$ cat src/rtl/la_pkg.sv
// ---------------------------------------------------------------------------
// la_pkg : shared types and helpers for the logic-analyzer mux controller
// Rev 1.0 : initial release
// ---------------------------------------------------------------------------
`default_nettype none

package la_pkg;

    typedef enum logic {
        LA_ACTIVE = 1'b0,
        LA_BLANK  = 1'b1
    } la_state_t;

    localparam int LA_CNT_W = 16;

    function automatic logic [LA_CNT_W-1:0] sat_inc(input logic [LA_CNT_W-1:0] value);
        return (&value) ? value : value + 1'b1;
    endfunction

endpackage

`default_nettype wire

$ cat src/rtl/la_mux_core.sv
// ---------------------------------------------------------------------------
// la_mux_core : combinational (NUM_TEAMS+1):1 selector over a flat LA bus
// Rev 1.0 : initial release
// ---------------------------------------------------------------------------
`default_nettype none

module la_mux_core #(
    parameter int  NUM_TEAMS = 12,
    parameter int  LA_WIDTH  = 128,
    localparam int SEL_W     = $clog2(NUM_TEAMS + 1)
) (
    input  logic [LA_WIDTH*(NUM_TEAMS+1)-1:0] flat_in,
    input  logic [SEL_W-1:0]                  sel,
    output logic [LA_WIDTH-1:0]               data_out
);

    logic [LA_WIDTH-1:0] w_slots [NUM_TEAMS+1];

    generate
        for (genvar gi = 0; gi <= NUM_TEAMS; gi++) begin : g_slot
            assign w_slots[gi] = flat_in[gi*LA_WIDTH +: LA_WIDTH];
        end
    endgenerate

    // Compare-and-pick keeps unused select codes from indexing past the array
    always_comb begin
        data_out = '0;
        for (int i = 0; i <= NUM_TEAMS; i++) begin
            if (sel == SEL_W'(i)) begin
                data_out = w_slots[i];
            end
        end
    end

endmodule

`default_nettype wire

$ cat src/rtl/la_mux_ctrl.sv
// ---------------------------------------------------------------------------
// la_mux_ctrl : registered LA bus mux with blanked, handshake-guarded switching
// Rev 1.0 : initial release
// ---------------------------------------------------------------------------
`default_nettype none

module la_mux_ctrl
    import la_pkg::*;
#(
    parameter int  NUM_TEAMS    = 12,
    parameter int  LA_WIDTH     = 128,
    parameter int  BLANK_CYCLES = 4,
    localparam int SEL_W        = $clog2(NUM_TEAMS + 1)
) (
    input  logic                              clk,
    input  logic                              rst,
    input  logic                              sel_wr,
    input  logic [SEL_W-1:0]                  sel_wdata,
    output logic                              sel_busy,
    input  logic                              err_clr,
    input  logic                              freeze,
    input  logic [LA_WIDTH*(NUM_TEAMS+1)-1:0] designs_la_data_out_flat,
    output logic [LA_WIDTH-1:0]               muxxed_la_dat,
    output logic [SEL_W-1:0]                  active_sel,
    output logic                              sel_err,
    output logic [LA_CNT_W-1:0]               switch_count
);

    localparam int                c_bc_w    = (BLANK_CYCLES > 1) ? $clog2(BLANK_CYCLES) : 1;
    localparam logic [c_bc_w-1:0] c_bc_load = (BLANK_CYCLES > 0) ? c_bc_w'(BLANK_CYCLES - 1) : '0;

    la_state_t           r_state;
    logic [c_bc_w-1:0]   r_blank_cnt;
    logic [SEL_W-1:0]    r_active_sel;
    logic [SEL_W-1:0]    r_pending;
    logic                r_sel_err;
    logic [LA_CNT_W-1:0] r_switch_count;
    logic [LA_WIDTH-1:0] r_la;

    logic [SEL_W-1:0]    w_mux_sel;
    logic [LA_WIDTH-1:0] w_mux_data;
    logic                w_bad_sel;
    logic                w_err_set;
    logic                w_accept;

    // While blanking, the mux already looks at the pending slot so the exit edge loads it
    assign w_mux_sel = (r_state == LA_BLANK) ? r_pending : r_active_sel;

    la_mux_core #(
        .NUM_TEAMS (NUM_TEAMS),
        .LA_WIDTH  (LA_WIDTH)
    ) u_core (
        .flat_in  (designs_la_data_out_flat),
        .sel      (w_mux_sel),
        .data_out (w_mux_data)
    );

    assign w_bad_sel = (sel_wdata > SEL_W'(NUM_TEAMS));
    assign w_err_set = (r_state == LA_ACTIVE) && sel_wr && w_bad_sel;
    assign w_accept  = (r_state == LA_ACTIVE) && sel_wr && !w_bad_sel &&
                       (sel_wdata != r_active_sel);

    always_ff @(posedge clk or posedge rst) begin
        if (rst) begin
            r_state        <= LA_ACTIVE;
            r_blank_cnt    <= '0;
            r_active_sel   <= '0;
            r_pending      <= '0;
            r_sel_err      <= 1'b0;
            r_switch_count <= '0;
            r_la           <= '0;
        end else begin
            if (w_err_set) begin
                r_sel_err <= 1'b1;
            end else if (err_clr) begin
                r_sel_err <= 1'b0;
            end

            case (r_state)
                LA_ACTIVE: begin
                    if (w_accept) begin
                        r_pending <= sel_wdata;
                        if (BLANK_CYCLES > 0) begin
                            r_state     <= LA_BLANK;
                            r_blank_cnt <= c_bc_load;
                            r_la        <= '0;
                        end else begin
                            r_active_sel   <= sel_wdata;
                            r_switch_count <= sat_inc(r_switch_count);
                            if (!freeze) begin
                                r_la <= w_mux_data;
                            end
                        end
                    end else if (!freeze) begin
                        r_la <= w_mux_data;
                    end
                end
                LA_BLANK: begin
                    if (r_blank_cnt == '0) begin
                        r_state        <= LA_ACTIVE;
                        r_active_sel   <= r_pending;
                        r_switch_count <= sat_inc(r_switch_count);
                        r_la           <= w_mux_data;
                    end else begin
                        r_blank_cnt <= r_blank_cnt - 1'b1;
                        r_la        <= '0;
                    end
                end
                default: begin
                    r_state <= LA_ACTIVE;
                    r_la    <= '0;
                end
            endcase
        end
    end

    assign sel_busy      = (r_state == LA_BLANK);
    assign muxxed_la_dat = r_la;
    assign active_sel    = r_active_sel;
    assign sel_err       = r_sel_err;
    assign switch_count  = r_switch_count;

endmodule

`default_nettype wire
$ cat config.mk
export PLATFORM = sky130hd
export DESIGN_NAME = la_mux_ctrl
export DESIGN_NICKNAME = d
export VERILOG_FILES = /design/src/rtl/la_pkg.sv /design/src/rtl/la_mux_core.sv /design/src/rtl/la_mux_ctrl.sv
export SDC_FILE = /design/constraint.sdc
export NUM_CORES = 1
export LEC_CHECK = 0
export ABC_AREA = 1
export ABC_CLOCK_PERIOD_IN_PS = 6200
export CORE_AREA = 2 2 704 706
export DETAILED_ROUTE_END_ITERATION = 8
export DIE_AREA = 0 0 706 708
export PLACE_DENSITY_LB_ADDON = 0.15
export SYNTH_ARGS = -nofsm -noshare
export SYNTH_HDL_FRONTEND = slang
export SYNTH_SLANG_ARGS = --single-unit
$ cat constraint.sdc
create_clock -name clk -period 6.2 [get_ports clk]
set_input_delay 0.62 -clock clk [delete_from_list [all_inputs] [get_ports clk]]
set_output_delay 0.62 -clock clk [all_outputs]
set_load 0.01 [all_outputs]
==> metrics, run 1 <==
area leader, netlist=nand2_1; CTS max path bufs=3; Iter 0 DRT Violations=3,033; post-CTS sizing=0; Buf+Inv Stages, Crit Path=3; remaining antenna violation count after routing=0; Seq/Total Area, Yosys=17.4%; clock skew=0.0406 ns; CP top delay family=simple AND/OR/NAND/NOR gates; routed wire length=444,000 microns; Final Instance Area=49,300 sq um; Synth cell types=32; vias in the first global route=39,200; CP Cell Sequence=inv_4 -> nand2_1 -> nand2_2 -> nor2_8 -> nand2_4 -> buf_4 -> inv_8 -> nand2_1 -> nand2_1 -> o21bai_1 -> nand4_1 -> nand2_1 -> nand4_1 -> nand2_1 -> nand2_1; Worst setup SP type=flop; Tot Pwr=26,600 uW; Syn Std Cell Area=22,400 sq um; clk root buf=clkbuf_16; Post-Synth Simple-Gate Area=65.4%; Initial Util=4.55%; multi-input logic area=15,300 sq um; core area=492,000 sq um; cts hold-fix bufs=0; register bit count reported by yosys=156; CTS H-tree lvls=4; antenna violations before repair=383; Critical Path Sink Type=flop; final setup fails=0; # Post-CTS Setup Buffers=0; setup TNS=0 ns; I/O pin count=1,823; Period minus WS final=4.90 ns; synthesized netlist cell count=4,423; fillcell total=58,000; CTS tree=yes; outcome=finished clean; Port Buffers=1,822; Power per Cell Area=539 nW/um^2; Pre-antenna DRT Iters=8; total net switching power=18,900 uW; row count=258; mux contribution to synthesized area=0%; total grt overflow=0; Max IR drop VDD=0.271 mV; GPL Wtd Cong=0.944; crit path DAT=5.41 ns; Syn Area/Cell=5.06 sq um; max frequency=204 MHz; Area Growth Syn to Fin=120%; Final Core Density=10.0%; yosys warns=0; CP required=6.71 ns; Post-Synth Adder-Cell Area=0.112%; internal cell power=7610 uW; most used cell, CP=nand2_1; Sw Ratio=71.3%; DRC viols=0; nets=7,740; Tot GR Track Use=17.0%; DR vias/cell=3.05; Clock Latency Late Sink=0.63 ns; first-pass GRT wire length=531,000 microns; largest stage delay on the critical path=0.87 ns; Die Span X=706 microns; unrepaired setup endpoints after global routing=false; register area=3900 sq um; final slew viol count=0; type of the worst min-delay path=primary input to asynchronous set/reset pin; XOR/XNOR Fraction of Synth Area=0.705%; CP max FO=42; Tightest Pin Transition=1.22 ns; CP max stage cell=nand4_1; Leakage=0.0200 uW; Synth top area share=29.9%; CTS sink cnt=156; Reg clk slew, reported paths=0.11 ns; DIE HEIGHT=708 microns; Die Area=500,000 sq um; final hold viol count=0; Compound-Gate Fraction of Synth Area=1.79%; DP HPWL=387,000 microns; Final period util=79.1%; largest net degree at the start of global routing=95; main combinational cell family by area after synthesis=simple AND/OR/NAND/NOR gates; top cells by area, synth=nand2_1 (30%), dfrtp_1 (17%), nand3_1 (13%); Max Cap Viol=0; via count of the routed design=38,700; Comb power frac=87.5%; Post-Syn Nets=6,098; clock share of power=5.9%; Relative slew margins=18.7%; total CTS buffers=21; hold slack final=0.382 ns; share of layout cells above drive strength 1=3.72%; placed instance area=48,400 sq um; wire length per cell=35.0 microns; Seq pwr share=6.6%; crit path kind=flop to flop
[metal layers]
layer | track usage (%) | part of all wire [%] | vias up
met5 | 0 | 0.32 | -
met4 | 2.91 | 2.2 | 214
met3 | 7.05 | 9.5 | 641
met2 | 30.2 | 49 | 2001
met1 | 19.2 | 39 | 18700
li1 | - | - | 17100
[cells in the mapped netlist]
cell type and number:
nand4_1 240, nor2_8 1, o21ai_0 28, buf_2 152
buf_4 14, nand3b_1 2, clkinv_1 1, buf_1 19
xor2_1 7, nor2_1 556, clkbuf_1 107, nor2_4 5
nand2_2 8, or2_0 144, dfrtp_1 156, nand3_1 569
nand2_1 1781, xnor2_1 11, or2_2 58, a31oi_1 1
nor2_2 4, nand2_4 2, o21bai_1 21, nor3b_1 1
inv_4 1, buf_6 3, a21oi_1 18, inv_1 494
ha_1 2, nor3_1 9, a22oi_1 1, inv_2 7
[sequential cells by signal (all words and copies together), names as in the netlist]
| signal | flops |
|---|---|
| sel_err | 1 |
| r_blank_cnt | 2 |
| active_sel | 4 |
| sel_busy | 1 |
| muxxed_la_dat | 128 |
| switch_count | 16 |
| r_pending | 4 |
[through the flow]
stage | setup slack, ns | std cells
floorplan | 1.37 | 4423
global placement | 1.11 | 12500
detailed placement | 1.07 | 12500
CTS | 1.05 | 12600
global route | 1.02 | 12600
finish | 1.30 | 12700
[path summary, 6_finish.rpt]
kind,start,depth (start not counted),to,slack (ns)
max,sel_busy$_DFF_PP0_,15,muxxed_la_dat[3]$_DFFE_PP0P_,1.30
min,rst,2,switch_count[5]$_DFFE_PP0P_,0.38
max reg2reg,sel_busy$_DFF_PP0_,15,muxxed_la_dat[3]$_DFFE_PP0P_,1.30
min reg2reg,muxxed_la_dat[101]$_DFFE_PP0P_,2,muxxed_la_dat[101]$_DFFE_PP0P_,0.48
max in group asynchronous,rst,3,muxxed_la_dat[40]$_DFFE_PP0P_,4.63
min in group clk,muxxed_la_dat[101]$_DFFE_PP0P_,2,muxxed_la_dat[101]$_DFFE_PP0P_,0.48
[logic make-up after synthesis]
| group | after synthesis |
|---|---|
| and+or+nand+nor | 3380 |
| buffers and inverters | 798 |
| DFF | 156 |
| AOI/OAI and AO/OA | 69 |
| xor gates and xnor gates | 18 |
| adders and majority gates | 2 |
[layout by cell type (no fill, tap or decap), types with 9 or more instances in the layout]
| master | n |
|---|---|
| xnor2_1 | 11 |
| o21bai_1 | 19 |
| buf_12 | 18 |
| or2_0 | 144 |
| buf_4 | 77 |
| nor2_1 | 556 |
| nor3_1 | 9 |
| clkbuf_16 | 21 |
| nand2_1 | 1776 |
| or2_2 | 58 |
| clkdlybuf4s50_1 | 1815 |
| inv_1 | 491 |
| nand3_1 | 569 |
| o21ai_0 | 28 |
| nand4_1 | 240 |
| dfrtp_1 | 156 |
| a21oi_1 | 18 |
| diode_2 | 103 |
[layout make-up]
cell class	instances	area share, %
diodes	103	0.523
clock buffers	25	1.12
clock inverters	8	0.188
inverters	503	3.95
multi-input cells	3469	31.0
flip-flops and latches	156	7.92
well taps	6500	16.5
repair buffers	1914	38.8
[power by group through the flow]
stage / logic, uW / clock network [uW] / registers (uW)
CTS: 24400 / 1720 / 1760
global placement: 24500 / 0 / 1780
floorplan: 9190 / 0 / 1750
detailed placement: 24300 / 0 / 1780
global route: 25200 / 1710 / 1790
finish: 23200 / 1570 / 1760
No activity file was read; power rests on OpenSTA's default activity.
==> run 2: changes to the inputs <==
--- a/config.mk
+++ b/config.mk
@@ -6,10 +6,10 @@
 export NUM_CORES = 1
 export LEC_CHECK = 0
 export ABC_AREA = 1
-export ABC_CLOCK_PERIOD_IN_PS = 6200
-export CORE_AREA = 2 2 704 706
+export ABC_CLOCK_PERIOD_IN_PS = 4250
+export CORE_AREA = 2 2 716 718
 export DETAILED_ROUTE_END_ITERATION = 8
-export DIE_AREA = 0 0 706 708
+export DIE_AREA = 0 0 718 720
 export PLACE_DENSITY_LB_ADDON = 0.15
 export SYNTH_ARGS = -nofsm -noshare
 export SYNTH_HDL_FRONTEND = slang
==> constraint.sdc (replaced) <==
create_clock -name clk -period 4.25 [get_ports clk]
set_input_delay 0.425 -clock clk [delete_from_list [all_inputs] [get_ports clk]]
set_output_delay 0.425 -clock clk [all_outputs]
set_load 0.01 [all_outputs]
==> run 2 against run 1 <==
Compared with the run above: clock skew up 0.010 ns; highest routed layer unchanged; clock-buffer cell count down 4; core utilization up 0.060 points; cell count up 3.3%.
==> metrics, run 2 (same netlist as run 1, synthesis figures left out) <==
Port Buffers=1,822; DIE HEIGHT=720 microns; remaining antenna violation count after routing=0; outcome=finished clean; Leakage=0.0209 uW; Max Cap Viol=0; unrepaired setup endpoints after global routing=false; Tot Pwr=40,800 uW; CTS tree=yes; total CTS buffers=21; Die Span X=718 microns; via count of the routed design=39,200; Worst setup SP type=flop; fillcell total=59,900; Period minus WS final=3.89 ns; setup TNS=0 ns; CP required=4.81 ns; # Post-CTS Setup Buffers=0; DR vias/cell=2.99; clock skew=0.0507 ns; most used cell, CP=nand2_1; share of layout cells above drive strength 1=5.83%; Critical Path Sink Type=flop; antenna violations before repair=406; CP Cell Sequence=inv_4 -> nand2_1 -> nand2_1 -> nor2_4 -> buf_12 -> buf_12 -> nand2_4 -> inv_8 -> buf_4 -> nand2_1 -> nand4_1 -> nand2_1 -> nand2_1 -> nand2_1 -> nand2_1; GPL Wtd Cong=0.938; commonest non-fill, non-tap cells in the layout=clkdlybuf4s50_1 (1,821), nand2_1 (1,776), nand3_1 (569); DRC viols=0; routed wire length=454,000 microns; vias in the first global route=40,200; Relative slew margins=31.5%; Final Core Density=10.1%; final hold viol count=0; Die Area=517,000 sq um; total grt overflow=0; Power per Cell Area=797 nW/um^2; crit path DAT=4.45 ns; Area Growth Syn to Fin=129%; max reg flops=128; nets=7,877; final slew viol count=0; Buf+Inv Stages, Crit Path=5; CTS sink cnt=156; type of the worst min-delay path=primary input to asynchronous set/reset pin; cts hold-fix bufs=0; max frequency=257 MHz; Clock Latency Late Sink=0.65 ns; Final Instance Area=51,200 sq um; largest net degree at the start of global routing=93; placed instance area=50,200 sq um; post-CTS sizing=1; Tot GR Track Use=16.9%; I/O pin count=1,823; CP max stage cell=dfrtp_1; largest stage delay on the critical path=0.64 ns; Initial Util=4.40%; crit path kind=flop to flop; wire length per cell=34.7 microns; Reg clk slew, reported paths=0.11 ns; CP top delay family=simple AND/OR/NAND/NOR gates; core area=508,000 sq um; clk root buf=clkbuf_16; CTS H-tree lvls=4; Final period util=91.6%; Pre-antenna DRT Iters=6; final setup fails=0; row count=262; first-pass GRT wire length=548,000 microns; Max IR drop VDD=0.666 mV; hold slack final=0.184 ns; DP HPWL=403,000 microns; CP max FO=38; most common cell after layout, fill and taps aside=clkdlybuf4s50_1; Iter 0 DRT Violations=3,064; Tightest Pin Transition=1.02 ns; CTS max path bufs=3
run 2: cell types whose count changed in the layout (fill, tap and decap cells not counted), sizes merged:
cell,change
buf,+131
inv,-1
clkdlybuf4s50,+6
diode,+50
clkinv,+4
bufinv,+1
clkbuf,-4
run 2: layout make-up:
| type | count | area [sq um] | area share (%) |
|---|---|---|---|
| diodes | 153 | 383 | 0.748 |
| inverters | 503 | 1940 | 3.79 |
| multi-input cells | 3469 | 15300 | 29.8 |
| repair buffers | 2051 | 20600 | 40.3 |
| flip-flops and latches | 156 | 3900 | 7.62 |
| clock buffers | 21 | 526 | 1.03 |
| well taps | 6732 | 8420 | 16.5 |
| clock inverters | 12 | 131 | 0.257 |
run 2: final timing paths:
path,start,endpoint,slack [ns],depth (start not counted)
setup / recovery,sel_busy$_DFF_PP0_,muxxed_la_dat[85]$_DFFE_PP0P_,0.36,15
hold / removal,rst,muxxed_la_dat[115]$_DFFE_PP0P_,0.18,2
setup reg to reg,sel_busy$_DFF_PP0_,muxxed_la_dat[85]$_DFFE_PP0P_,0.36,15
hold reg to reg,r_blank_cnt[0]$_DFFE_PP0P_,r_blank_cnt[0]$_DFFE_PP0P_,0.47,1
max in group asynchronous,rst,muxxed_la_dat[58]$_DFFE_PP0P_,2.95,3
min in group clk,err_clr,sel_err$_DFFE_PP0P_,0.34,2
run 2: layer usage:
layer	GRT usage, %	wire, microns	vias to the layer above
met4	3.14	9630	168
li1	-	-	17400
met3	5.01	32200	667
met1	19.9	185000	19000
met5	0	1110	-
met2	30.4	227000	2009
run 2: stage by stage:
stage,instances,setup WS (ns)
after detailed placement,12900,-0.0362
after CTS,12900,0.220
after floorplan,4423,1.85
after global placement,12900,-0.0775
final,13100,0.355
after global routing,13100,0.0692
run 2: report_power, final:
| part | switching, uW | leakage [uW] | internal, uW |
|---|---|---|---|
| Clock | 1290 | 0.000325 | 1050 |
| Sequential | 516 | 0.00204 | 2060 |
| Combinational | 25700 | 0.0185 | 10200 |
